<file path="config.mk">
export PLATFORM = sky130hd
export DESIGN_NAME = minterm_scanner
export DESIGN_NICKNAME = d
export VERILOG_FILES = /design/src/rtl/minterm_scanner.sv
export SDC_FILE = /design/constraint.sdc
export NUM_CORES = 1
export LEC_CHECK = 0
export CORE_MARGIN = 2
export CORE_UTILIZATION = 50
export DETAILED_ROUTE_END_ITERATION = 6
export MAX_ROUTING_LAYER = met4
export PLACE_DENSITY = 0.88
export SLEW_MARGIN = 40
export SYNTH_ARGS = -nofsm -noshare
export SYNTH_HDL_FRONTEND = slang
export SYNTH_SLANG_ARGS = --single-unit
</file>
<file path="constraint.sdc">
create_clock -name clk -period 2.94 [get_ports clk]
set_input_delay 0.588 -clock clk [delete_from_list [all_inputs] [get_ports clk]]
set_output_delay 0.588 -clock clk [all_outputs]
set_load 0.03 [all_outputs]
</file>
<file path="src/rtl/minterm_scanner.sv">
// rtl/minterm_scanner.sv - clocked minterm sequencer that checks SoP/PoS outputs against a truth table
module minterm_scanner #(
  parameter int N_IN   = 3,
  parameter int SETTLE = 1
) (
  input  logic                 clk,
  input  logic                 reset,
  input  logic                 start,
  input  logic [2**N_IN-1:0]   expect_mask,
  input  logic                 f_sop,
  input  logic                 f_pos,
  output logic [N_IN-1:0]      xyw,
  output logic                 busy,
  output logic                 done,
  output logic                 pass,
  output logic [N_IN:0]        mism_cnt,
  output logic [N_IN-1:0]      first_bad,
  output logic [2**N_IN-1:0]   sop_table,
  output logic [2**N_IN-1:0]   pos_table
);

  localparam int NM = 2**N_IN;
  localparam logic [N_IN-1:0] XYW_MAX  = N_IN'(NM - 1);
  localparam logic [3:0]      CNT_INIT = 4'(SETTLE - 1);

  typedef enum logic [1:0] {
    S_IDLE = 2'd0,
    S_WAIT = 2'd1,
    S_DONE = 2'd2
  } state_t;

  state_t            state_q, state_d;
  logic [NM-1:0]     mask_q, mask_d;
  logic [3:0]        cnt_q, cnt_d;
  logic [N_IN-1:0]   xyw_q, xyw_d;
  logic              busy_q, busy_d;
  logic              done_q, done_d;
  logic              pass_q, pass_d;
  logic [N_IN:0]     mism_cnt_q, mism_cnt_d;
  logic [N_IN-1:0]   first_bad_q, first_bad_d;
  logic [NM-1:0]     sop_table_q, sop_table_d;
  logic [NM-1:0]     pos_table_q, pos_table_d;
  logic              bad;

  // A minterm is bad once, regardless of whether one or both outputs disagree.
  assign bad = (f_sop != mask_q[xyw_q]) | (f_pos != mask_q[xyw_q]);

  always_comb begin
    state_d     = state_q;
    mask_d      = mask_q;
    cnt_d       = cnt_q;
    xyw_d       = xyw_q;
    busy_d      = busy_q;
    done_d      = 1'b0;
    pass_d      = pass_q;
    mism_cnt_d  = mism_cnt_q;
    first_bad_d = first_bad_q;
    sop_table_d = sop_table_q;
    pos_table_d = pos_table_q;

    case (state_q)
      S_IDLE: begin
        if (start) begin
          mask_d      = expect_mask;
          mism_cnt_d  = '0;
          first_bad_d = '0;
          pass_d      = 1'b0;
          sop_table_d = '0;
          pos_table_d = '0;
          xyw_d       = '0;
          cnt_d       = CNT_INIT;
          busy_d      = 1'b1;
          state_d     = S_WAIT;
        end
      end

      S_WAIT: begin
        if (cnt_q != 4'd0) begin
          cnt_d = cnt_q - 4'd1;
        end else begin
          sop_table_d[xyw_q] = f_sop;
          pos_table_d[xyw_q] = f_pos;
          if (bad) begin
            mism_cnt_d = mism_cnt_q + 1'b1;
            if (mism_cnt_q == '0) begin
              first_bad_d = xyw_q;
            end
          end
          if (xyw_q == XYW_MAX) begin
            // pass is registered alongside done so both are valid in the same cycle.
            busy_d  = 1'b0;
            done_d  = 1'b1;
            pass_d  = (mism_cnt_d == '0);
            state_d = S_DONE;
          end else begin
            xyw_d = xyw_q + 1'b1;
            cnt_d = CNT_INIT;
          end
        end
      end

      S_DONE: begin
        state_d = S_IDLE;
      end

      default: begin
        state_d = S_IDLE;
      end
    endcase
  end

  always_ff @(posedge clk) begin
    if (reset) begin
      state_q     <= S_IDLE;
      mask_q      <= '0;
      cnt_q       <= '0;
      xyw_q       <= '0;
      busy_q      <= 1'b0;
      done_q      <= 1'b0;
      pass_q      <= 1'b0;
      mism_cnt_q  <= '0;
      first_bad_q <= '0;
      sop_table_q <= '0;
      pos_table_q <= '0;
    end else begin
      state_q     <= state_d;
      mask_q      <= mask_d;
      cnt_q       <= cnt_d;
      xyw_q       <= xyw_d;
      busy_q      <= busy_d;
      done_q      <= done_d;
      pass_q      <= pass_d;
      mism_cnt_q  <= mism_cnt_d;
      first_bad_q <= first_bad_d;
      sop_table_q <= sop_table_d;
      pos_table_q <= pos_table_d;
    end
  end

  assign xyw       = xyw_q;
  assign busy      = busy_q;
  assign done      = done_q;
  assign pass      = pass_q;
  assign mism_cnt  = mism_cnt_q;
  assign first_bad = first_bad_q;
  assign sop_table = sop_table_q;
  assign pos_table = pos_table_q;

endmodule

</file>
==> qor.yml <==
worst_setup_path:
  r2r_end: "first_bad[2]"
  worstPathRequired_ns: 3.13
  r2r_slack_ns: 0.44
  crit_start: "xyw[0]"
  critPathSlowestCell: "dfxtp_1"
  cp_cell_sequence: "mux2i_1, mux4_2, mux2i_2, o311a_1, a22o_1"
  end_kind: "flip-flop"
  cp_num_buf_inv: 0
  crit_fanout: 18
  start_kind: "flip-flop"
  crit_path_end: "first_bad[2]"
  cpPeakStageDelay_ns: 0.73
  crit_type: "reg -> reg"
  reg2regPathDepth: 5
  reg2reg_from: "xyw[0]"
  path_delay_family: "multiplexers"
  cp_num_cells: 5
  crit_arrival_ns: 2.69
synth:
  synthFlopType: "dfxtp_1"
  synth_area_um2: 2020
  synth_edf_count: 0
  syn_area_per_cell_um2: 8.55
  yosysWarnings: 0
  ys_seq_area_frac: 0.427
  synth_fp_nets: 255
  synth_cell_types: 44
  yosys_register_bits: 43
  post_synth_inst_count: 236
  ys_async_sr_fraction: 0
pwr:
  cellPowerDensity_nw_per_um2: 491
  power_leakage_nw: 0.961
  p_total_mw: 1.24
  vdd_ir_drop_max_uv: 251
cts:
  clkSinkCount: 43
  ctsResizeCount: 0
  path_clk_slew_ns: 0.08
  clockBufferDepth: 2
  cts_setup_buffers: 0
  clk_latency_ns: 0.30
  hold_buffers: 0
  cts_tree: "done"
  h-tree-depth: 2
  cts_root_buf: "clkbuf_8"
  cts_inserted_buffers: 5
floorplanning:
  dieWidth_um: 67.5
  initial_core_util: 0.512
  dieArea_um2: 4560
  num_rows: 23
  core_area_um2: 3940
  pin_count: 42
  dieHeight_um: 67.5
route:
  wire_per_inst_um: 14.1
  dr.pass1.iters: 4
  ant_nets: 0
  drt-initial-drc-count: 79
  wl_met1_um: 2020
  wl_met2_um: 2230
  via_per_inst: 5.66
  wl_met3_um: 206
  vias: 1822
  top_layer: "met4"
  postRouteWirelength_um: 4530
  drc: 0
finish:
  instances_no_fill: 322
  regArea_um2: 861
  fillers: 333
  final_util: 0.643
  area_growth_pct: 25.6
  multi_input_area_um2: 1060
  nets: 291
  drive_gt1_frac: 0.0588
  insertedDiodeCount: 0
timing:
  slew_headroom: 0.576
  final.setup.tns_ns: 0
  slew_viol_final: 0
  finalHoldViolations: 0
  worst_pin_slew_ns: 0.636
  setup_violations: 0
  fin_skew_ns: 0.00403
  max_freq_mhz: 401
  grt_setup_unrepaired: "no"
  finalCritPeriodShare: 0.849
  post-route-min-period_ns: 2.50
place:
  port_buffers: 41
  gp_congestion: 0.876
  dpl.cell_count: 315
  dpl.hpwl_um: 3250
grt:
  grt_pass1_vias: 1711
  overflow: 0
  antenna_found_initial: 0
  grt_max_degree: 25
  grt_pass1_wl_um: 7550
  grt_usage: 0.227
run_status:
  status: "finished clean"
run:
  cap_violations: 0
min_path:
  hold_class: "reg -> reg"
synth_stat cells, types with 2 or more instances:
library cell | count | area [um2]
dfxtp_1 | 43 | 861
nor2_1 | 33 | 124
nand2_1 | 29 | 109
a21oi_1 | 17 | 85.1
a22oi_1 | 14 | 105
clkbuf_1 | 11 | 41.3
mux2i_1 | 9 | 90.1
o21bai_1 | 8 | 60.1
inv_1 | 7 | 26.3
and3_1 | 6 | 37.5
ha_1 | 6 | 75.1
o211ai_1 | 5 | 37.5
a22o_1 | 3 | 26.3
nor3b_1 | 3 | 22.5
a21o_1 | 2 | 15.0
a31oi_1 | 2 | 12.5
a32oi_1 | 2 | 17.5
and3b_2 | 2 | 20.0
buf_2 | 2 | 10.0
nand2b_1 | 2 | 12.5
nor2b_1 | 2 | 12.5
nor3_1 | 2 | 10.0
nor4_1 | 2 | 12.5
or3_1 | 2 | 12.5
or4_1 | 2 | 15.0
xor2_1 | 2 | 17.5
cell families after synthesis:
family	after synthesis	share of synthesized area
multiplexers	10	0.0558
flip-flops	43	0.427
adder cells (fa/ha/maj)	6	0.0372
AND/OR/NAND/NOR	91	0.213
AO/OA/AOI/OAI	60	0.205
buffers and inverters	23	0.0496
XOR/XNOR	3	0.0130
area by class of cell:
class                           instances  share of cell area
Timing Repair Buffer                   44               0.171
Clock buffer                            6              0.0326
Clock inverter                          1             0.00197
Multi-Input combinational cell        170               0.419
Inverter                                8              0.0118
Sequential cell                        43               0.340
Tap cell                               50              0.0247
flip-flops by register name (all words and copies together), names as in the netlist:
| signal | count |
|---|---|
| busy | 1 |
| cnt_q | 4 |
| done | 1 |
| first_bad | 3 |
| mask_q | 8 |
| mism_cnt | 4 |
| pass | 1 |
| pos_table | 8 |
| sop_table | 8 |
| state_q | 2 |
| xyw | 3 |
metrics by stage:
| stage | instance area (um2) | hold WS [ns] | worst slack (ns) |
|---|---|---|---|
| finish | 2530 | 0.460 | 0.443 |
| global route | 2530 | 0.492 | 0.324 |
| CTS | 2530 | 0.462 | 0.331 |
| detailed placement | 2440 | 0.451 | 0.339 |
| global placement | 2440 | 0.447 | 0.442 |
| floorplan | 2020 | 0.436 | 0.653 |
worst register-to-register path: stages, from the launching register on:
cell and delay, ns:
dfxtp_1 0.73, mux2i_1 0.16, mux4_2 0.57, mux2i_2 0.28, o311a_1 0.43, a22o_1 0.24
routing by layer:
metal,track usage,vias to the layer above
met5,-,-
met4,0.115,0
met3,0.0567,6
met2,0.359,44
met1,0.267,867
li1,-,905
layout by cell type, fill, tap and decap left out, types with 5 or more instances in the layout:
cell type	netlist	layout
o21bai_1	8	8
ha_1	6	6
dfxtp_1	43	43
clkdlybuf4s50_1	0	41
mux2i_1	9	8
a22oi_1	14	14
clkbuf_8	0	6
o211ai_1	5	5
a21oi_1	17	17
nand2_1	29	29
and3_1	6	6
nor2_1	33	33
inv_1	7	7
power breakdown:
group / internal [mW] / switching, mW / total (mW)
Combinational: 0.0984 / 0.131 / 0.229
Sequential: 0.607 / 0.0304 / 0.637
Clock: 0.184 / 0.194 / 0.378
worst min-delay path by stage:
stage / start / endpoint / slack (ns) / depth (start not counted)
2_1_floorplan: mask_q[0] / mask_q[0] / 0.44 / 2
4_1_cts: mask_q[6] / mask_q[6] / 0.46 / 2
6_report: mask_q[6] / mask_q[6] / 0.46 / 2
5_1_grt: mask_q[5] / mask_q[5] / 0.49 / 2
3_3_place_gp: mask_q[5] / mask_q[5] / 0.45 / 2
3_5_place_dp: mask_q[6] / mask_q[6] / 0.45 / 2
Power figures use the tool's default switching activity.
